==> config.mk <==
export PLATFORM = sky130hd
export DESIGN_NAME = bag_piece_generator
export DESIGN_NICKNAME = d
export VERILOG_FILES = /design/src/rtl/bag_piece_generator.sv
export SDC_FILE = /design/constraint.sdc
export NUM_CORES = 1
export LEC_CHECK = 0
export CORE_ASPECT_RATIO = 1.25
export CORE_MARGIN = 2
export CORE_UTILIZATION = 49
export CTS_CLUSTER_DIAMETER = 100
export DETAILED_ROUTE_END_ITERATION = 10
export DONT_BUFFER_PORTS = 1
export PLACE_DENSITY_LB_ADDON = 0.25
export SKIP_LAST_GASP = 1
export SYNTH_ARGS = -nofsm -noshare
export SYNTH_HDL_FRONTEND = slang
export SYNTH_SLANG_ARGS = --single-unit
==> constraint.sdc <==
create_clock -name Clk -period 12.76 [get_ports Clk]
set_clock_uncertainty 0.1 [all_clocks]
set_input_delay 0.638 -clock Clk [delete_from_list [all_inputs] [get_ports Clk]]
set_output_delay 0.638 -clock Clk [all_outputs]
set_load 0.1 [all_outputs]
==> src/rtl/bag_piece_generator.sv <==
// bag_piece_generator
//   Piece source for the per-player tetromino control logic. A 16-bit Galois
//   LFSR (perturbed by player moves) selects a start point for a 7-bag draw.
//   Draws go into a short shift-register queue. The queue head is the current
//   piece, and the entries behind it form the preview.
//
// Ports
//   Clk          system clock
//   Reset        synchronous, active-high
//   new_block    consume the head piece (ignored while the queue is empty)
//   new_move     move code from the control logic, 0 = none
//   block_idx    head piece index, 3'd7 when empty
//   preview_idx  entries 1..PREVIEW_DEPTH, entry 1 in bits [2:0], 3'd7 when empty
//   ready        high once the queue has filled after reset
module bag_piece_generator #(
  parameter int unsigned PREVIEW_DEPTH = 3,
  parameter logic [15:0] LFSR_SEED     = 16'hACE1
) (
  input  logic                         Clk,
  input  logic                         Reset,
  input  logic                         new_block,
  input  logic [2:0]                   new_move,
  output logic [2:0]                   block_idx,
  output logic [3*PREVIEW_DEPTH-1:0]   preview_idx,
  output logic                         ready
);

  localparam int unsigned QD        = PREVIEW_DEPTH + 1;
  localparam int unsigned CW        = $clog2(QD + 1);
  localparam logic [2:0]  EMPTY     = 3'd7;
  localparam logic [15:0] LFSR_MASK = 16'hB400;

  typedef enum logic {INIT, RUN} state_t;

  state_t        state, state_next;
  logic [15:0]   lfsr, lfsr_shift, lfsr_mix, lfsr_next;
  logic [6:0]    used, used_set, used_next;
  logic [2:0]    q      [QD];
  logic [2:0]    q_next [QD];
  logic [CW-1:0] count, count_next, base;
  logic          pop, fill;
  logic [2:0]    start, draw;
  logic [3:0]    cand;
  logic          found;

  // LFSR: shift, mix in the move code, and never allow the all-zero lock-up state.
  always_comb begin
    lfsr_shift = lfsr[0] ? ((lfsr >> 1) ^ LFSR_MASK) : (lfsr >> 1);
    lfsr_mix   = lfsr_shift ^ {13'b0, new_move};
    lfsr_next  = (lfsr_mix == 16'h0000) ? LFSR_SEED : lfsr_mix;
  end

  // Bag draw: scan from the start point, wrapping mod 7, and take the first
  // piece not yet used. At least one piece is always free because a full mask
  // is cleared on the same edge that fills it.
  assign start = (lfsr[2:0] == 3'd7) ? 3'd0 : lfsr[2:0];

  // NOTE: every variable written in a combinational block gets a value before
  // any conditional logic, so no path leaves it unassigned and no latch is inferred.
  always_comb begin
    draw  = 3'd0;
    found = 1'b0;
    cand  = 4'd0;
    for (int k = 0; k < 7; k++) begin
      cand = {1'b0, start} + 4'(k);
      if (cand >= 4'd7) cand = cand - 4'd7;
      if (!found && !used[cand[2:0]]) begin
        draw  = cand[2:0];
        found = 1'b1;
      end
    end
  end

  // Queue control. A pop on an empty queue is dropped, so holding new_block
  // high at startup does not discard anything.
  assign pop        = new_block && (count != '0);
  assign base       = count - CW'(pop);
  assign fill       = (base < CW'(QD));
  assign count_next = base + CW'(fill);
  assign used_set   = used | (7'b1 << draw);
  assign used_next  = fill ? ((used_set == 7'h7F) ? 7'h00 : used_set) : used;

  always_comb begin
    for (int i = 0; i < QD; i++) q_next[i] = q[i];
    if (pop) begin
      for (int i = 0; i < QD - 1; i++) q_next[i] = q[i + 1];
      q_next[QD-1] = EMPTY;
    end
    // The draw lands in the first empty slot after any shift on this edge.
    for (int i = 0; i < QD; i++) begin
      if (fill && (base == CW'(i))) q_next[i] = draw;
    end
  end

  always_comb begin
    state_next = state;
    if ((state == INIT) && (count_next == CW'(QD))) state_next = RUN;
  end

  // NOTE: sequential state uses non-blocking assignments, so every register
  // samples the values from before this edge, whatever the statement order.
  always_ff @(posedge Clk) begin
    if (Reset) begin
      lfsr  <= LFSR_SEED;
      used  <= 7'h00;
      count <= '0;
      state <= INIT;
      // NOTE: the queue entries are reset explicitly because an empty slot must
      // read as 3'd7 on the outputs, not as whatever it held before reset.
      for (int i = 0; i < QD; i++) q[i] <= EMPTY;
    end else begin
      lfsr  <= lfsr_next;
      used  <= used_next;
      count <= count_next;
      state <= state_next;
      for (int i = 0; i < QD; i++) q[i] <= q_next[i];
    end
  end

  // All outputs come straight from registers.
  assign block_idx = q[0];
  assign ready     = (state == RUN);
  always_comb begin
    for (int i = 0; i < PREVIEW_DEPTH; i++) preview_idx[3*i +: 3] = q[i + 1];
  end

endmodule

==> results_dict.tcl, run 1 <==
set metrics [dict create \
    status "complete, no violations" \
    wl_um 7990 \
    hold_class "input pin to register" \
    clockRootBuffer "clkbuf_8" \
    hold_violations 0 \
    cts_resized 0 \
    finalSetupViolations 0 \
    grt_first_pass_wirelength_um 13500 \
    core_area_sq_mm 0.00625 \
    drive_gt1_frac 0.0982 \
    path_class "register to register" \
    die_w_um 76.3 \
    final_util 0.534 \
    post_dp_cell_area_sq_mm 0.00322 \
    critPathCaptureType "register" \
    startpoint_type "register" \
    cts_tree "built" \
    arrival_ns 5.72 \
    antenna_cells 0 \
    layout_common_cells "dfxtp_1 (39), nand2_1 (37), nor2_1 (26), mux2i_1 (26)" \
    cts.sinks 39 \
    fin_crit_sh 0.444 \
    cts_hold_buf 0 \
    path_clk_slew_ns 0.07 \
    ys_warn_count 0 \
    seq_area_frac_synth 0.244 \
    comb_power_share 0.457 \
    nets 403 \
    rsz0062_at_grt "no" \
    io_buffers 0 \
    drc_errors 0 \
    dp_hpwl_um 6050 \
    final_common_cell "dfxtp_1" \
    clockBufferDepth 2 \
    swShare 0.523 \
    synth_edf_count 0 \
    first_iter_violations 169 \
    intPower_uw 366 \
    max_freq_mhz 177 \
    syn_avg_cell_area_sq_um 7.99 \
    antenna_found_initial 0 \
    seq_power_share 0.410 \
    vias 2896 \
    rows 32 \
    required_ns 12.82 \
    slew_violations 0 \
    post_synth_num_cell_types 70 \
    maxCapViolCount 0 \
    clock_latency_ns 0.28 \
    worst-path-max-fanout 23 \
    firstDrtPassIters 5 \
    wire_per_inst_um 16.9 \
    max-vdd-ir-drop_v 0.000203 \
    ys_seq_elements 39 \
    pwr_density_cell_mw_per_mm2 230 \
    grt_max_degree 28 \
    post_cts_buffers 0 \
    power_switching_uw 402 \
    vias_per_cell 6.14 \
    multiInputGateArea_sq_mm 0.00225 \
    leakage_nw 1.31 \
    ys.flop_type "dfxtp_1" \
    synth_nets 418 \
    dieArea_sq_mm 0.00720 \
    fin_tns_setup_ns 0 \
    gp_congestion 0.897 \
    netlist_area_sq_mm 0.00320 \
    initial_core_util 0.513 \
    synth-async-reset-ratio 0 \
    syn_inst 401 \
    post-route-min-period_ns 5.66 \
    htreeDepth 2 \
    grt-ovfl-total 0 \
    power_uw 768 \
    seq_area_sq_um 781 \
    maxSlewHeadroom 0.315 \
    worst_pin_slew_ns 1.03 \
    pin_count 19 \
    fillCellCount 627 \
    design_area_sq_mm 0.00334 \
    area_growth_pct 4.22 \
    cts_buffers 5 \
    grt_usage 0.229 \
    clock_power_share 0.134 \
    first_global_vias 2820 \
    fp.dieH_um 94.4 \
    antenna_left 0 \
]
-- final timing paths --
path / startpoint / end / slack [ns] / cells after the start
setup / recovery: lfsr[0] / used[0] / 7.10 / 17
hold / removal: Reset / count[1] / 0.32 / 1
setup reg to reg: lfsr[0] / used[0] / 7.10 / 17
hold reg to reg: lfsr[12] / lfsr[11] / 0.35 / 1
-- through the flow --
step	std cells	hold WS, ns	setup slack (ns)
floorplan	401	0.303	8.15
global placement	464	0.318	7.26
detailed placement	464	0.331	7.17
CTS	472	0.313	7.13
global route	472	0.299	6.55
finish	472	0.316	7.10
-- sequential cells by signal (all words and copies together) (netlist names) --
| register | cells |
|---|---|
| used | 7 |
| count | 3 |
| lfsr | 16 |
| q | 12 |
| ready | 1 |
-- power by group through the flow --
stage	clock [mW]	combinational [mW]	sequential [mW]
floorplan	0	0.300	0.283
global placement	0	0.342	0.315
detailed placement	0	0.345	0.316
CTS	0.104	0.348	0.313
global route	0.111	0.393	0.319
finish	0.103	0.351	0.315
-- layer usage --
metal | wire [um] | part of all wire | GRT usage | vias to the layer above
met1 | 3270 | 0.41 | 0.259 | 1350
li1 | - | - | - | 1431
met3 | 390 | 0.049 | 0.0249 | 20
met2 | 4040 | 0.51 | 0.437 | 95
met5 | 0 | 0 | 0 | -
met4 | 283 | 0.035 | 0.0970 | 0
-- synthesized netlist by cell type (all sizes together), types with 9 or more instances --
| cell type | instances | share of area |
|---|---|---|
| a21oi | 19 | 0.030 |
| and2 | 13 | 0.025 |
| clkbuf | 17 | 0.020 |
| dfxtp | 39 | 0.24 |
| ha | 10 | 0.039 |
| inv | 17 | 0.020 |
| mux2i | 28 | 0.095 |
| nand2 | 37 | 0.043 |
| nand2b | 12 | 0.023 |
| nor2 | 26 | 0.030 |
| nor2b | 9 | 0.018 |
| nor3 | 19 | 0.030 |
| o21ai | 17 | 0.027 |
| or2 | 11 | 0.021 |
| xnor2 | 9 | 0.025 |
-- layout make-up --
| cell class | count | area share |
|---|---|---|
| clock buffers | 6 | 0.0247 |
| clock inverters | 2 | 0.0105 |
| inverters | 18 | 0.0202 |
| multi-input cells | 320 | 0.674 |
| flip-flops and latches | 39 | 0.234 |
| well taps | 85 | 0.0319 |
| repair buffers | 2 | 0.00450 |
-- cells by family after synthesis --
logic type                 Yosys count  share of synthesized area
and+or+nand+nor                    156                      0.263
AOI/OAI and AO/OA                  104                      0.228
buffers and inverters               42                     0.0535
DFF                                 39                      0.244
muxes                               37                      0.134
xor gates and xnor gates            12                     0.0328
adders and majority gates           11                     0.0453
-- worst max-delay path, stage by stage, from the launching register on --
cell and delay (ns):
dfxtp_1 0.79, ha_1 0.46, nand2_1 0.23, nand2_1 0.23
inv_1 0.15, ha_1 0.33, a21oi_1 0.23, nand2_1 0.07
o21ai_0 0.29, mux2i_1 0.38, mux2i_1 0.24, or3_4 0.45
a211oi_1 0.29, a31oi_1 0.16, a2111oi_0 0.52, a311oi_1 0.16
nor4_4 0.36, nor3_1 0.09
Note: power is estimated with default switching activity, not from simulation.
==> run 2, diff against run 1 <==
==> constraint.sdc (replaced) <==
create_clock -name Clk -period 5.3 [get_ports Clk]
set_clock_uncertainty 0.1 [all_clocks]
set_input_delay 0.265 -clock Clk [delete_from_list [all_inputs] [get_ports Clk]]
set_output_delay 0.265 -clock Clk [all_outputs]
set_load 0.1 [all_outputs]
==> results_dict.tcl, run 2 (synthesis gave the netlist of run 1 again) <==
set metrics [dict create \
    status "complete, no violations" \
    pin_count 19 \
    initial_core_util 0.513 \
    drive_gt1_frac 0.107 \
    r2r_start "lfsr[0]" \
    nets 409 \
    regMostFlops "lfsr" \
    min_from "new_move[0]" \
    critPathCaptureType "register" \
    reg2reg_to "used[4]" \
    rsz0062_at_grt "no" \
    dp_hpwl_um 5890 \
    rows 32 \
    clockBufferDepth 2 \
    ff2ff_path_depth 17 \
    cts_buffers 5 \
    antenna_cells 0 \
    ff2ff_setup_slack_ns 0.35 \
    grt_usage 0.229 \
    min_to "lfsr[0]" \
    wire_per_inst_um 16.9 \
    path_clk_slew_ns 0.07 \
    pwr_density_cell_mw_per_mm2 539 \
    max_freq_mhz 202 \
    power_mw 1.82 \
    fp.dieH_um 94.4 \
    fillCellCount 589 \
    grt_max_degree 25 \
    required_ns 5.34 \
    clockRootBuffer "clkbuf_8" \
    clock_latency_ns 0.28 \
    grt-ovfl-total 0 \
    post-route-min-period_ns 4.95 \
    stdcell_count 478 \
    cts_tree "built" \
    grt_first_pass_wirelength_um 13400 \
    gp_congestion 0.931 \
    max-vdd-ir-drop_v 0.000502 \
    htreeDepth 2 \
    comb_power_share 0.469 \
    vias_per_cell 6.14 \
    hold_violations 0 \
    reg_top3 "lfsr x16, q x12, used x7" \
    maxCapViolCount 0 \
    maxSlewHeadroom 0.313 \
    first_global_vias 2832 \
    area_growth_pct 5.43 \
    fin_tns_setup_ns 0 \
    drc_errors 0 \
    vias 2935 \
    fin_crit_sh 0.933 \
    path_class "register to register" \
    firstDrtPassIters 4 \
    finalSetupViolations 0 \
    worst-path-max-fanout 10 \
    largest_reg_flops 16 \
    dpl.cell_count 467 \
    core_area_sq_mm 0.00625 \
    leakage_nw 1.33 \
    final_common_cell "dfxtp_1" \
    wl_um 8060 \
    worst_pin_slew_ns 1.03 \
    layout_common_cells "dfxtp_1 (39), nand2_1 (37), nor2_1 (26), mux2i_1 (26)" \
    hold_class "input pin to register" \
    intPower_uw 853 \
    antenna_left 0 \
    io_buffers 0 \
    antenna_found_initial 0 \
    first_iter_violations 215 \
    clock_power_share 0.116 \
    swShare 0.531 \
    seq_power_share 0.415 \
    dieArea_sq_mm 0.00720 \
    cts.sinks 39 \
    whs_path_depth 2 \
    slew_violations 0 \
    startpoint_type "register" \
    die_w_um 76.3 \
    power_switching_uw 967 \
    arrival_ns 4.98 \
]
==> run 2: area by class of cell <==
class	count	area (sq um)	area share
inverters	18	67.6	0.0200
repair buffers	8	65.1	0.0193
clock buffers	8	100	0.0296
multi-input cells	320	2260	0.668
flip-flops and latches	39	781	0.231
well taps	85	106	0.0315
==> run 2: what timing repair did <==
action                     in CTS  in global routing
setup endpoints to repair       0                  7
buffers inserted                0                  1
hold endpoints to repair       24                  0
hold buffers                    2                  0
resized for setup               0                  3
==> run 2: worst max-delay path by stage <==
stage,start,end,slack (ns),cells after the start
5_1_grt,lfsr[0],used[0],0.04,17
3_5_place_dp,lfsr[0],used[5],0.33,16
2_1_floorplan,lfsr[1],used[0],0.69,18
3_3_place_gp,lfsr[0],used[2],0.43,16
4_1_cts,lfsr[0],used[5],0.29,16
6_report,lfsr[0],used[4],0.35,17
==> run 2: per-stage QoR <==
step | hold WS, ns | setup WS [ns] | instance area, sq um | utilization
final | 0.0336 | 0.354 | 3380 | 0.541
after global routing | 0.0412 | 0.0383 | 3380 | 0.541
after CTS | 0.0425 | 0.285 | 3360 | 0.538
after detailed placement | 0.241 | 0.330 | 3240 | 0.519
after global placement | 0.239 | 0.434 | 3240 | 0.519
after floorplan | 0.293 | 0.691 | 3200 | -
==> run 2: worst max-delay path: stages (launching register included) <==
cell and delay [ns]:
dfxtp_1 0.31, ha_1 0.31, nand2_1 0.21, nand2_1 0.15, fa_1 0.67, mux2i_1 0.11
o211a_1 0.23, o21ai_1 0.24, o31a_1 0.28, a211oi_1 0.11, o41ai_1 0.43, o21ai_0 0.28
a31o_2 0.32, a221oi_1 0.36, o21ai_1 0.16, nor4_4 0.28, buf_4 0.18, nor3_1 0.05
==> run 2: layer usage <==
metal	vias up	part of all wire	wire length, um	track usage
li1	1442	-	-	-
met1	1365	0.42	3360	0.271
met2	101	0.47	3820	0.401
met3	27	0.065	521	0.0363
met4	0	0.045	361	0.121
met5	-	0	0	0
==> run 2: power groups by stage <==
stage          clock [mW]  combinational (mW)  sequential [mW]
5_1_grt             0.228               0.954            0.765
4_1_cts             0.218               0.841            0.753
3_5_place_dp            0               0.831            0.759
3_3_place_gp            0               0.825            0.761
2_1_floorplan           0               0.722            0.682
6_report            0.211               0.854            0.755
==> run 3, diff against run 2 <==
--- a/config.mk
+++ b/config.mk
@@ -12,7 +12,9 @@
 export DETAILED_ROUTE_END_ITERATION = 10
 export DONT_BUFFER_PORTS = 1
 export PLACE_DENSITY_LB_ADDON = 0.25
+export RECOVER_POWER = 100
 export SKIP_LAST_GASP = 1
+export SLEW_MARGIN = 20
 export SYNTH_ARGS = -nofsm -noshare
 export SYNTH_HDL_FRONTEND = slang
 export SYNTH_SLANG_ARGS = --single-unit
==> results_dict.tcl, run 3 (synthesis gave the netlist of run 1 again) <==
set metrics [dict create \
    hold_class "input pin to register" \
    rows 32 \
    critPathCaptureType "register" \
    crit_buf_inv 1 \
    first_iter_violations 241 \
    intPower_uw 853 \
    die_w_um 76.3 \
    status "complete, no violations" \
    required_ns 5.34 \
    htreeDepth 2 \
    clockBufferDepth 2 \
    power_mw 1.82 \
    seq_power_share 0.415 \
    cts.sinks 39 \
    reg_top3 "lfsr x16, q x12, used x7" \
    cp_top_family "compound AO/OA/AOI/OAI gates" \
    fin_crit_sh 0.931 \
    drc_errors 0 \
    fin_tns_setup_ns 0 \
    firstDrtPassIters 5 \
    wl_um 7990 \
    comb_power_share 0.469 \
    io_buffers 0 \
    grt-ovfl-total 0 \
    post-route-min-period_ns 4.93 \
    layout_common_cells "dfxtp_1 (39), nand2_1 (37), nor2_1 (26), mux2i_1 (26)" \
    cts_buffers 5 \
    grt_max_degree 25 \
    clock_power_share 0.116 \
    initial_core_util 0.513 \
    arrival_ns 4.97 \
    max_freq_mhz 203 \
    core_area_sq_mm 0.00625 \
    grt_usage 0.229 \
    worst-path-max-fanout 10 \
    dieArea_sq_mm 0.00720 \
    grt_first_pass_wirelength_um 13400 \
    path_class "register to register" \
    fp.dieH_um 94.4 \
    antenna_found_initial 0 \
    power_switching_uw 964 \
    antenna_left 0 \
    gp_congestion 0.931 \
    rsz0062_at_grt "no" \
    largest_reg_flops 16 \
    hold_ws_ns 0.0376 \
    antenna_cells 0 \
    regMostFlops "lfsr" \
    pin_count 19 \
    final_common_cell "dfxtp_1" \
    maxSlewHeadroom 0.321 \
    slowest_delay_ns 0.67 \
    startpoint_type "register" \
    finalSetupViolations 0 \
    leakage_nw 1.33 \
    maxCapViolCount 0 \
    crit_slowest_cell "fa_1" \
    swShare 0.531 \
    nets 409 \
    slew_violations 0 \
    dp_hpwl_um 5890 \
    hold_violations 0 \
    vias 2935 \
    pwr_density_cell_mw_per_mm2 538 \
    max-vdd-ir-drop_v 0.000500 \
    design_area_sq_mm 0.00338 \
    clockRootBuffer "clkbuf_8" \
    area_growth_pct 5.43 \
    path_clk_slew_ns 0.07 \
    wire_per_inst_um 16.7 \
    fillCellCount 589 \
    crit_chain "ha_1 -> nand2_1 -> nand2_1 -> fa_1 -> mux2i_1 -> o211a_1 -> o21ai_1 -> o31a_1 -> a211oi_1 -> o41ai_1 -> o21ai_0 -> a31o_2 -> a221oi_1 -> o21ai_1 -> nor4_4 -> buf_4 -> nor3_1" \
    final_util 0.541 \
    vias_per_cell 6.14 \
    cts_tree "built" \
    clock_latency_ns 0.28 \
    post_dp_cell_area_sq_mm 0.00324 \
    first_global_vias 2832 \
    worst_pin_slew_ns 1.02 \
    drive_gt1_frac 0.107 \
]
==> run 3: cell counts in the layout (fill, tap and decap cells not counted) <==
No cell type changed its count.
==> run 3: power groups by stage <==
stage | clock [mW] | sequential (mW) | combinational, mW
after global routing | 0.228 | 0.765 | 0.954
after CTS | 0.218 | 0.753 | 0.841
after detailed placement | 0 | 0.759 | 0.831
after floorplan | 0 | 0.682 | 0.722
after global placement | 0 | 0.761 | 0.825
final | 0.211 | 0.755 | 0.852
==> run 3: final cells by class <==
cell class                 count  area [sq um]  share of cell area
clock buffer                   8           100              0.0296
inverter                      18          67.6              0.0200
multi-input combinational    320          2260               0.668
sequential                    39           781               0.231
tap                           85           106              0.0315
timing repair buffer           8          65.1              0.0193
==> run 3: routing by layer <==
layer | track usage | vias to the layer above | share of wire
met1 | 0.271 | 1364 | 0.41
met4 | 0.121 | 0 | 0.043
li1 | - | 1438 | -
met2 | 0.401 | 106 | 0.48
met5 | 0 | - | 0
met3 | 0.0363 | 27 | 0.063
==> run 3: worst reg2reg max path: cells and delay by family (launching register included) <==
family,cells,cell delay [ns]
compound gates,9,2.41
fa+ha+maj,2,0.98
buf+inv,1,0.18
flops,1,0.31
mux,1,0.11
simple gates,4,0.68
==> run 3: repair_timing <==
action / 4_1_cts / 5_1_grt
setup buffers: 0 / 1
endpoints found under the hold margin: 24 / 0
hold buffers: 2 / 0
resized for setup: 0 / 3
endpoints found under the setup margin: 0 / 7
==> run 3: worst paths after layout <==
path,to,from,depth (start not counted),slack (ns)
hold / removal,lfsr[0],new_move[0],2,0.04
setup / recovery,used[4],lfsr[0],17,0.37
setup reg to reg,used[4],lfsr[0],17,0.37
hold reg to reg,lfsr[11],lfsr[12],1,0.34
==> run 3: per-stage QoR <==
step                      worst slack, ns  cells
final                               0.368    478
after global routing               0.0383    478
after CTS                           0.285    477
after detailed placement            0.330    467
after global placement              0.434    467
after floorplan                     0.691    401
